<file path="src/rtl/oflow_fe_reg_sb_access_ctrl.sv">
// Access controller for the feature-extraction scoreboard bank: in-order row allocation
// for registration writes, round-robin PE reads, per-row validity and per-frame clearing.
module oflow_fe_reg_sb_access_ctrl #(
    parameter int NUM_PE   = 4,
    parameter int MAX_ROWS = 16,
    parameter int ROW_LEN  = $clog2(MAX_ROWS),
    parameter int FE_W     = 32
) (
    input  logic                      clk,
    input  logic                      reset_N,
    input  logic                      ready_new_frame,
    input  logic                      reg_req,
    input  logic [FE_W-1:0]           reg_data,
    output logic                      reg_ack,
    output logic [ROW_LEN-1:0]        reg_row,
    output logic                      reg_full,
    output logic                      reg_err,
    input  logic [NUM_PE-1:0]         pe_req,
    input  logic [NUM_PE*ROW_LEN-1:0] pe_addr,
    output logic [NUM_PE-1:0]         pe_gnt,
    output logic [NUM_PE-1:0]         pe_rd_valid,
    output logic [FE_W-1:0]           pe_rd_data,
    output logic                      pe_rd_miss,
    output logic [ROW_LEN-1:0]        sb_addr,
    output logic                      sb_we,
    output logic [FE_W-1:0]           sb_data_in,
    input  logic [FE_W-1:0]           sb_data_out,
    output logic [ROW_LEN:0]          row_count
);

    localparam int RR_W = (NUM_PE > 1) ? $clog2(NUM_PE) : 1;

    typedef enum logic [1:0] {
        OP_IDLE  = 2'd0,
        OP_WRITE = 2'd1,
        OP_READ  = 2'd2
    } op_t;

    logic [ROW_LEN:0]     count_q;
    logic [MAX_ROWS-1:0]  valid_q;
    logic [RR_W-1:0]      rr_q;
    logic                 last_wr_q;
    logic [NUM_PE-1:0]    rd_valid_q;
    logic [FE_W-1:0]      rd_data_q;
    logic                 rd_miss_q;

    op_t                  op;
    logic                 full;
    logic                 rr_hit;
    logic [RR_W-1:0]      rr_sel;
    logic [ROW_LEN-1:0]   wr_ptr;
    logic [ROW_LEN-1:0]   rd_addr;

    assign full   = (count_q == (ROW_LEN+1)'(MAX_ROWS));
    assign wr_ptr = count_q[ROW_LEN-1:0];

    // first requester at or after rr_q, wrapping
    always_comb begin
        rr_hit = 1'b0;
        rr_sel = '0;
        for (int k = 0; k < NUM_PE; k++) begin
            if (!rr_hit && pe_req[RR_W'((int'(rr_q) + k) % NUM_PE)]) begin
                rr_hit = 1'b1;
                rr_sel = RR_W'((int'(rr_q) + k) % NUM_PE);
            end
        end
    end

    assign rd_addr = pe_addr[int'(rr_sel)*ROW_LEN +: ROW_LEN];

    // a write yields to pending reads when the previous op was also a write
    always_comb begin
        op = OP_IDLE;
        if (!reset_N || ready_new_frame)
            op = OP_IDLE;
        else if (reg_req && !full && !(last_wr_q && rr_hit))
            op = OP_WRITE;
        else if (rr_hit)
            op = OP_READ;
    end

    assign sb_we      = (op == OP_WRITE);
    assign sb_addr    = (op == OP_WRITE) ? wr_ptr : (op == OP_READ) ? rd_addr : '0;
    assign sb_data_in = reset_N ? reg_data : '0;
    assign reg_ack    = (op == OP_WRITE);
    assign reg_row    = (op == OP_WRITE) ? wr_ptr : '0;
    assign reg_err    = reset_N && !ready_new_frame && reg_req && full;
    assign reg_full   = full;
    assign row_count  = count_q;
    assign pe_gnt     = (op == OP_READ) ? (NUM_PE'(1) << rr_sel) : '0;
    assign pe_rd_valid = rd_valid_q;
    assign pe_rd_data  = rd_data_q;
    assign pe_rd_miss  = rd_miss_q;

    always_ff @(posedge clk or negedge reset_N) begin
        if (!reset_N) begin
            count_q    <= '0;
            valid_q    <= '0;
            rr_q       <= '0;
            last_wr_q  <= 1'b0;
            rd_valid_q <= '0;
            rd_data_q  <= '0;
            rd_miss_q  <= 1'b0;
        end else begin
            rd_valid_q <= pe_gnt;
            if (op == OP_READ) begin
                rd_data_q <= sb_data_out;
                rd_miss_q <= ~valid_q[rd_addr];
            end
            if (ready_new_frame) begin
                count_q   <= '0;
                valid_q   <= '0;
                rr_q      <= '0;
                last_wr_q <= 1'b0;
            end else begin
                last_wr_q <= (op == OP_WRITE);
                if (op == OP_WRITE) begin
                    valid_q[wr_ptr] <= 1'b1;
                    count_q         <= count_q + (ROW_LEN+1)'(1);
                end
                if (op == OP_READ)
                    rr_q <= RR_W'((int'(rr_sel) + 1) % NUM_PE);
            end
        end
    end

endmodule

</file>
<file path="config.mk">
export PLATFORM = sky130hd
export DESIGN_NAME = oflow_fe_reg_sb_access_ctrl
export DESIGN_NICKNAME = d
export VERILOG_FILES = /design/src/rtl/oflow_fe_reg_sb_access_ctrl.sv
export SDC_FILE = /design/constraint.sdc
export NUM_CORES = 1
export LEC_CHECK = 0
export CAP_MARGIN = 20
export CELL_PAD_IN_SITES_DETAIL_PLACEMENT = 2
export CELL_PAD_IN_SITES_GLOBAL_PLACEMENT = 2
export CORE_ASPECT_RATIO = 0.8
export CORE_MARGIN = 3
export CORE_UTILIZATION = 22
export DETAILED_ROUTE_END_ITERATION = 6
export PLACE_DENSITY_LB_ADDON = 0.25
export SYNTH_ARGS = -nofsm -noshare
export SYNTH_HDL_FRONTEND = slang
export SYNTH_SLANG_ARGS = --single-unit
export TNS_END_PERCENT = 30
</file>
<file path="constraint.sdc">
create_clock -name clk -period 6.3 [get_ports clk]
set_input_delay 1.26 -clock clk [delete_from_list [all_inputs] [get_ports clk]]
set_output_delay 1.26 -clock clk [all_outputs]
set_load 0.05 [all_outputs]
</file>
==> results.py <==
metrics = {
    "placement": {
        "numPortBuffers": 177,
        "dpl_cell_area_um2": 5130,
        "place_inst": 712,
        "gp_congestion": 0.770,
        "pre_cts_ws_ps": 842,
        "dp_hpwl_um": 10600,
    },
    "die": {
        "design.core.area_um2": 13900,
        "die-area_um2": 16000,
        "ios": 178,
        "start_util_pct": 23.0,
        "fp.dieH_um": 114,
        "die_x_um": 141,
        "num_rows": 38,
    },
    "clocking": {
        "cts_inserted_buffers": 9,
        "clk_path_buf_depth": 2,
        "cts.repair.resized": 0,
        "clock_sinks": 61,
        "htree_num_levels": 3,
        "root_buffer": "clkbuf_16",
        "hold_buffers": 0,
        "clock_latency_ps": 320,
        "cts_tree": "built",
        "clk_pin_slew_ps": 50,
        "postCtsSetupBuffers": 0,
    },
    "grt": {
        "gr-usage-all-layers_pct": 16.8,
        "first_global_vias": 3562,
        "grt-ovfl-total": 0,
        "antenna_found_initial": 0,
        "grt_pass1_wl_um": 20900,
        "grt_max_degree": 50,
    },
    "cells_and_area": {
        "drive_gt1_share_pct": 5.49,
        "final_common_cell": "clkdlybuf4s50_1",
        "nets": 639,
        "area_growth_pct": 70.2,
        "diodes": 0,
        "most-common-layout-cells": "clkdlybuf4s50_1 (176), nand2_1 (125), dfrtp_1 (61)",
        "design_area_um2": 5440,
        "fin_cells": 726,
    },
    "critical_path": {
        "cp_max_fo": 12,
        "r2r_slack_ps": 3810,
        "r2r_start": "row_count[0]",
        "cp-end-kind": "output pin",
        "critPathLaunchType": "primary input",
        "cp.required_ps": 5040,
        "cp-startpoint": "pe_req[3]",
        "cp_data_arrival_time_ps": 4200,
        "worstRegToRegCells": 8,
        "r2r_end": "pe_rd_data[31]",
        "crit_end": "sb_addr[3]",
        "crit_type": "primary input to output pin",
    },
    "yosys": {
        "synth_nets": 465,
        "ys_seq_area_share_pct": 47.8,
        "syn_area_per_cell_um2": 8.66,
        "ys_ff_latch": 61,
        "synth_warnings": 0,
        "netlist_area_um2": 3190,
        "synth_edf_count": 0,
        "synthCells": 369,
        "yosys_most_used_dff": "dfrtp_1",
        "async_flop_share_pct": 100,
        "ys_types": 39,
    },
    "sta": {
        "max_freq_mhz": 183,
        "setup_viol": 0,
        "timing.final.crit_period_ps": 5460,
        "fin_crit_sh_pct": 86.6,
        "skew_ps": 9.14,
        "finalHoldViolations": 0,
        "setup-tns-final_ps": 0,
        "tightest_slew_ps": 916,
        "rsz0062_at_grt": "no",
        "setup_ws_ps": 843,
        "final-max-slew-violation-count": 0,
        "max_slew_margin_pct": 38.9,
    },
    "drt": {
        "ant_nets": 0,
        "wire_per_inst_um": 18.5,
        "dr.pass1.iters": 4,
        "first_iter_violations": 107,
        "drc_errors": 0,
        "vias": 3247,
        "totalWireLength_um": 13500,
        "vias_per_cell": 4.47,
    },
    "power": {
        "peakVddDrop_mv": 0.150,
        "p_per_area_nw_per_um2": 271,
        "p_leak_nw": 2.43,
    },
    "status": {
        "outcome": "finished clean",
    },
    "hold_path": {
        "min_path_type": "register to register",
    },
    "job": {
        "cap_violations": 0,
    },
}
-- cells by family after synthesis --
logic type | Yosys count | share of synthesized area (%)
compound gates | 54 | 12.8
mux | 9 | 2.94
buf+inv | 39 | 5.21
simple gates | 196 | 27.6
xor+xnor | 2 | 0.548
flops | 61 | 47.8
fa+ha+maj | 8 | 3.13
-- power by group --
part	switching [mW]	internal, mW	total, mW
Combinational	0.324	0.184	0.508
Clock	0.166	0.334	0.500
Sequential	0.0270	0.435	0.462
-- sequential cells by signal, indices dropped and copies added, names as in the netlist --
name / count
rr_q: 2
pe_rd_miss: 1
pe_rd_data: 32
pe_rd_valid: 4
last_wr_q: 1
row_count: 5
valid_q: 16
-- worst max-delay path: stages --
cell and delay, ps:
clkdlybuf4s50_1 560, nand2b_2 180, o221ai_2 130, or2_4 330
o211ai_4 300, and2_1 410, nand2_1 110, nand2_1 120
clkdlybuf4s50_1 810
-- final cells by class --
class                   instances  area [µm²]
fillers                      1541        8450
repair buffers                182        1810
flip-flops and latches         61        1530
multi-input cells             269        1500
clock buffers                  13         270
well taps                     180         225
inverters                      20        75.1
clock inverters                 1        30.0
-- layer usage --
| layer | routed length (µm) | vias to the layer above | GRT usage [%] |
|---|---|---|---|
| met4 | 72 | 0 | 2.32 |
| li1 | - | 1544 | - |
| met3 | 830 | 7 | 5.03 |
| met2 | 6410 | 113 | 28.7 |
| met1 | 6150 | 1583 | 21.7 |
| met5 | 0 | - | 0 |
-- cell usage after synthesis, drive strengths merged, types with 3 or more instances --
| cell | count | area (µm²) |
|---|---|---|
| inv | 20 | 75.1 |
| dfrtp | 61 | 1530 |
| clkbuf | 15 | 56.3 |
| o21ai | 17 | 85.1 |
| buf | 4 | 35.0 |
| ha | 8 | 100 |
| mux2 | 3 | 33.8 |
| nand2 | 125 | 469 |
| o211ai | 7 | 80.1 |
| nor2 | 13 | 56.3 |
| a32o | 3 | 30.0 |
| nand2b | 3 | 21.3 |
| a22o | 6 | 52.6 |
| a21oi | 7 | 35.0 |
| nand3 | 10 | 50.1 |
| and2 | 40 | 250 |
| mux2i | 6 | 60.1 |
| a211oi | 3 | 27.5 |
-- worst min path at each step --
stage	end	slack, ps	from	depth (start not counted)
finish	pe_rd_data[17]	470	pe_rd_data[17]	2
global route	pe_rd_data[18]	490	pe_rd_data[18]	2
CTS	pe_rd_data[18]	480	pe_rd_data[18]	2
detailed placement	pe_rd_data[18]	470	pe_rd_data[18]	2
global placement	pe_rd_data[15]	460	pe_rd_data[15]	2
floorplan	valid_q[12]	460	valid_q[12]	1
-- metrics by stage --
stage	utilization (%)	hold slack (ps)	power, mW
2_1_floorplan	-	463	0.766
3_3_place_gp	37.0	458	0.971
3_5_place_dp	37.0	466	0.983
4_1_cts	39.1	479	1.50
5_1_grt	39.1	494	1.55
6_report	39.1	472	1.47
(Power assumes the default switching activity.)
==> patch 1 (same flow settings) <==
Reset style: synchronous (`reset_N`), changed in one clocked block.
--- a/src/rtl/oflow_fe_reg_sb_access_ctrl.sv
+++ b/src/rtl/oflow_fe_reg_sb_access_ctrl.sv
@@ -92,7 +92,7 @@
     assign pe_rd_data  = rd_data_q;
     assign pe_rd_miss  = rd_miss_q;
 
-    always_ff @(posedge clk or negedge reset_N) begin
+    always_ff @(posedge clk) begin
         if (!reset_N) begin
             count_q    <= '0;
             valid_q    <= '0;
Function: not settled (the Yosys comparison gave no result); the edit may change what the design does.
==> patch 1 against the unedited design <==
Wire length decreased by 7.6%; synthesized cell count fell by 3.8%; design area fell by 4.9%; total power fell by 22%; worst hold slack worse by 21 ps; area after synthesis fell by 6.7%; worst setup slack improved by 170 ps; sequential power shrank 13%; sequential share of layout area fell by 4.5 points; cell count fell by 3.0%; first-iteration DRC count fell by 14%; sequential cell count did not move; maximum frequency grew 3.2%; critical endpoint is now reg_row[1]; highest routed layer unchanged.
==> patch 1: results (changes against the unedited design) <==
Layout
  • Final nets: 620 (-3.0%)
  • ANT cells: 0 (unchanged)
  • Layout cell share with drive strength beyond 1: 6.99% (+1.5 points)

Global routing
  • Global-route met2 utilization: 28.2% (-0.54 points)
  • GR Layer Usage met3: 5.63% (+0.60 points)
  • Vias in the first global route: 3438 (-3.5%)
  • Grt met1 use: 19.7% (-2.0 points)
  • Total grt overflow: 0 (unchanged)
  • First-pass GRT wire length: 18900 um (-9.7%)
  • GR Util All Layers: 16.3% (-0.54 points)
  • Largest net degree at the start of global routing: 49 (-2.0%)

Setup path
  • Kind of cell adding the most delay to the critical path: simple AND/OR/NAND/NOR gates
  • Slowest cell delay on critical path: 880 ps (+70 ps)
  • R2R setup slack: 3520 ps (-290 ps)
  • R2r endpoint: pe_rd_miss
  • CP Max Fanout: 9 (-3)
  • Reg2reg start: rr_q[1]

Detailed routing
  • Routed len/inst: 17.7 um (-4.7%)
  • DRT iter0 DRCs: 92 (-14%)
  • Vias per cell: 4.55 (+1.7%)

Status
  • Status: complete, no violations

Logic synthesis
  • Commonest cells in the netlist: nand2_1 (72), dfxtp_1 (61), and2_1 (40)
  • Synth async-reset ratio: 0% (-100 points)
  • Dominant synthesized flop cell: dfxtp_1
  • Post-synthesis sequential area ratio: 41.0% (-6.8 points)
  • Multiplexer area fraction after synthesis: 8.23% (+5.3 points)
  • Yosys cell types: 40 (+2.6%)
  • XOR/XNOR share of the synthesized area: 1.18% (+0.63 points)
  • Syn Nets: 451 (-3.0%)
  • Post-synthesis adder-cell area fraction: 3.36% (+0.22 points)
  • Area fraction in compound gates after synthesis: 15.7% (+2.9 points)
  • Synth top area cells: dfxtp_1 (41%), nand2_1 (9.1%), and2_1 (8.4%), a21boi_1 (8.1%), mux2i_1 (5.4%)

Timing
  • Rel. slew slack: 47.9% (+9.0 points)
  • Clock skew: 7.36 ps (-1.78 ps)

Min path
  • Hold Crit Start: pe_rd_data[16]
  • Worst Hold Depth: 2 (unchanged)
  • Endpoint, Worst Hold: pe_rd_data[16]

Power
  • Psw: 0.337 mW (-35%)
  • Static Leakage: 1.96 nW (-19%)
  • Max VDD drop: 0.000111 V (-26%)

Clock network
  • CTS resizes: 0 (unchanged)
  • H-tree depth: 3 (unchanged)

Placed design
  • Post-DP HPWL: 9690 um (-8.6%)
  • IO Port Bufs: 177 (unchanged)
  • Place WS: 995 ps (+152 ps)
  • GP Congestion: 0.753 (-2.2%)
[patch 1: cell types whose count changed after synthesis, sizes merged, moves of 5 or more]
cell	before	now
nor2	13	28
a22o	6	0
o21ai	17	1
inv	20	10
dfrtp	61	0
a31oi	2	13
dfxtp	0	61
mux2i	6	18
a21boi	0	32
and3	0	5
o211ai	7	0
nand2	125	72
[patch 1: worst min-delay path, delay by kind of cell (launching register included)]
kind,cells,cell delay [ps]
AND/OR/NAND/NOR,1,50
flip-flops,1,300
AO/OA/AOI/OAI,1,50
[patch 1: worst max path at each step]
stage	startpoint	to	slack, ps	cells after the start
floorplan	pe_req[1]	sb_addr[1]	1350	6
finish	pe_req[1]	reg_row[1]	1010	7
global placement	pe_req[1]	reg_row[1]	1170	7
detailed placement	pe_req[3]	reg_row[1]	990	7
CTS	pe_req[3]	reg_row[1]	980	7
global route	pe_req[1]	reg_row[1]	840	7
[patch 1: layout make-up]
class	instances	area, um2
fillers	1457	7890
repair buffers	182	1800
multi-input cells	260	1620
flip-flops and latches	61	1220
clock buffers	12	256
well taps	175	219
inverters	10	37.5
clock inverters	4	22.5
[patch 1: kinds of logic after synthesis]
| family | Yosys count |
|---|---|
| adders and majority gates | 8 |
| DFF | 61 |
| AOI/OAI and AO/OA | 63 |
| buffers and inverters | 34 |
| muxes | 21 |
| and+or+nand+nor | 164 |
| xor gates and xnor gates | 4 |
[patch 1: power groups by stage]
| stage | clock network, mW | logic (mW) | registers (mW) |
|---|---|---|---|
| floorplan | 0 | 0.128 | 0.442 |
| global placement | 0 | 0.280 | 0.411 |
| detailed placement | 0 | 0.284 | 0.412 |
| CTS | 0.472 | 0.285 | 0.403 |
| global route | 0.489 | 0.299 | 0.405 |
| finish | 0.457 | 0.281 | 0.403 |
[patch 1: per-stage QoR]
stage,area [um2],instances,hold slack [ps]
2_1_floorplan,2980,355,432
3_3_place_gp,4890,688,440
3_5_place_dp,4890,688,448
4_1_cts,5170,704,455
5_1_grt,5170,704,475
6_report,5170,704,451
[patch 1: metal layers]
| layer | wire length (um) | part of all wire, % |
|---|---|---|
| met1 | 5420 | 44 |
| met2 | 6040 | 49 |
| met3 | 881 | 7.1 |
| met4 | 104 | 0.84 |
| met5 | 0 | 0 |
==> patch 2 (same settings) <==
Made on the original files. The parameter `MAX_ROWS` goes from 16 to 8.
--- a/src/rtl/oflow_fe_reg_sb_access_ctrl.sv
+++ b/src/rtl/oflow_fe_reg_sb_access_ctrl.sv
@@ -2,7 +2,7 @@
 // for registration writes, round-robin PE reads, per-row validity and per-frame clearing.
 module oflow_fe_reg_sb_access_ctrl #(
     parameter int NUM_PE   = 4,
-    parameter int MAX_ROWS = 16,
+    parameter int MAX_ROWS = 8,
     parameter int ROW_LEN  = $clog2(MAX_ROWS),
     parameter int FE_W     = 32
 ) (
Interface: changed (resized pe_addr, reg_row, row_count and sb_addr); port bits go from 178 to 171. The function was not compared with the original's and may differ.
==> patch 2 against the unedited design <==
Synthesized cell count down 36%; non-clock buffer count shrank 9; critical endpoint is now sb_addr[0]; maximum frequency is 0.78% higher; total power is 18% lower; largest cell class unchanged; worst setup slack better by 42 ps; die area is 16% lower; via count down 25%; design area is 14% lower; sequential cell count down 9; area after synthesis decreased by 17%; wire length down 25%.
==> patch 2: results (changes against the unedited design) <==
Layout
  • ANT cells: 0 (unchanged)
  • Layout cell share with drive strength beyond 1: 13.3% (+7.8 points)
  • Final nets: 496 (-22%)

Clock network
  • Total clock buffers created by CTS: 5 (-4)
  • Clk_lat worst skew: 290 ps (-30 ps)
  • CTS resizes: 0 (unchanged)
  • H-tree depth: 2 (-1)
  • CTS clk-pin slew, worst paths: 70 ps (+20 ps)

Global routing
  • Largest net degree at the start of global routing: 47 (-6.0%)
  • GR Util All Layers: 14.6% (-2.2 points)
  • Vias in the first global route: 2608 (-27%)
  • Antenna violations before repair: 0 (unchanged)
  • First-pass GRT wire length: 15500 um (-26%)

Timing
  • Least-Margin Pin Slew: 619 ps (-297 ps)
  • Period utilization: 85.9% (-0.67 points)

Logic synthesis
  • Synth top area cells: dfrtp_1 (49%), mux2_2 (14%), and2_1 (9.2%), mux2i_1 (4.1%), ha_1 (2.8%)
  • Syn Nets: 327 (-30%)
  • Yosys cell types: 41 (+5.1%)

Setup path
  • R2R setup slack: 3690 ps (-120 ps)
  • Data arrival, critical path: 4150 ps (-50 ps)
  • Slowest cell delay on critical path: 850 ps (+40 ps)

Placed design
  • GP Congestion: 0.768 (-0.22%)
  • Place WS: 924 ps (+81.9 ps)
  • IO Port Bufs: 170 (-4.0%)
  • Post-DP HPWL: 8100 um (-24%)

Status
  • Status: complete, no violations

Power
  • Max VDD drop: 0.000142 V (-5.4%)
  • Static Leakage: 1.90 nW (-22%)
  • Psw: 0.459 mW (-11%)

Detailed routing
  • Metal-1 WL: 4560 um (-26%)
  • Met2 WL: 4820 um (-25%)
  • Met3 WL: 670 um (-19%)
  • DRT iter0 DRCs: 56 (-48%)
  • DRT Wirelength: 10100 um (-25%)
## patch 2: power by group through the flow
stage	Combinational [mW]	Sequential [mW]	Clock, mW
after floorplan	0.144	0.579	0
after global placement	0.513	0.413	0
after detailed placement	0.519	0.417	0
after CTS	0.521	0.410	0.298
after global routing	0.538	0.417	0.311
final	0.513	0.409	0.280
## patch 2: logic make-up (layout without fill, tap and decap cells)
family          after synthesis  in the layout  synth area share [%]
simple gates                 79             79                  17.0
buf+inv                      25            195                  4.38
mux                          44             44                  18.1
fa+ha+maj                     6              6                  2.83
compound gates               31             31                  8.71
flops                        52             52                  49.0
## patch 2: through the flow
step | total power, mW | instance area, um2 | hold WS [ps] | instances
4_1_cts | 1.23 | 4650 | 515 | 555
5_1_grt | 1.27 | 4650 | 534 | 555
2_1_floorplan | 0.723 | 2660 | 466 | 237
6_report | 1.20 | 4650 | 504 | 555
3_5_place_dp | 0.936 | 4500 | 498 | 547
3_3_place_gp | 0.926 | 4500 | 490 | 547
## patch 2: worst paths after layout
check / from / to / cells past startpoint
worst min register to register: pe_rd_miss / pe_rd_miss / 2
worst max register to register: row_count[1] / pe_rd_data[19] / 8
max in group asynchronous: reset_N / pe_rd_data[29] / 3
min in group asynchronous: reset_N / pe_rd_data[17] / 2
worst max-delay path: pe_req[0] / sb_addr[0] / 6
worst min-delay path: pe_rd_miss / pe_rd_miss / 2
## patch 2: cell type report
| class | instances | area [um2] |
|---|---|---|
| timing repair buffer | 173 | 1720 |
| multi-input combinational | 160 | 1240 |
| clock inverter | 1 | 7.51 |
| clock buffer | 7 | 143 |
| sequential | 52 | 1300 |
| fill | 1226 | 7000 |
| tap | 148 | 185 |
| inverter | 14 | 55.1 |
## patch 2: worst register-to-register path, cell delays in order, from the launching register on
cell and delay, ps:
dfrtp_1 480, inv_1 140, ha_1 160, nand2_1 50
or2_2 300, nand2_1 100, o211a_1 400, buf_4 460
mux2_2 400
## patch 2: routing by layer
metal / up-vias / GRT usage, %
li1: 1142 / -
met1: 1201 / 19.5
met2: 104 / 24.5
met3: 4 / 3.90
met4: 0 / 1.35
met5: - / 0
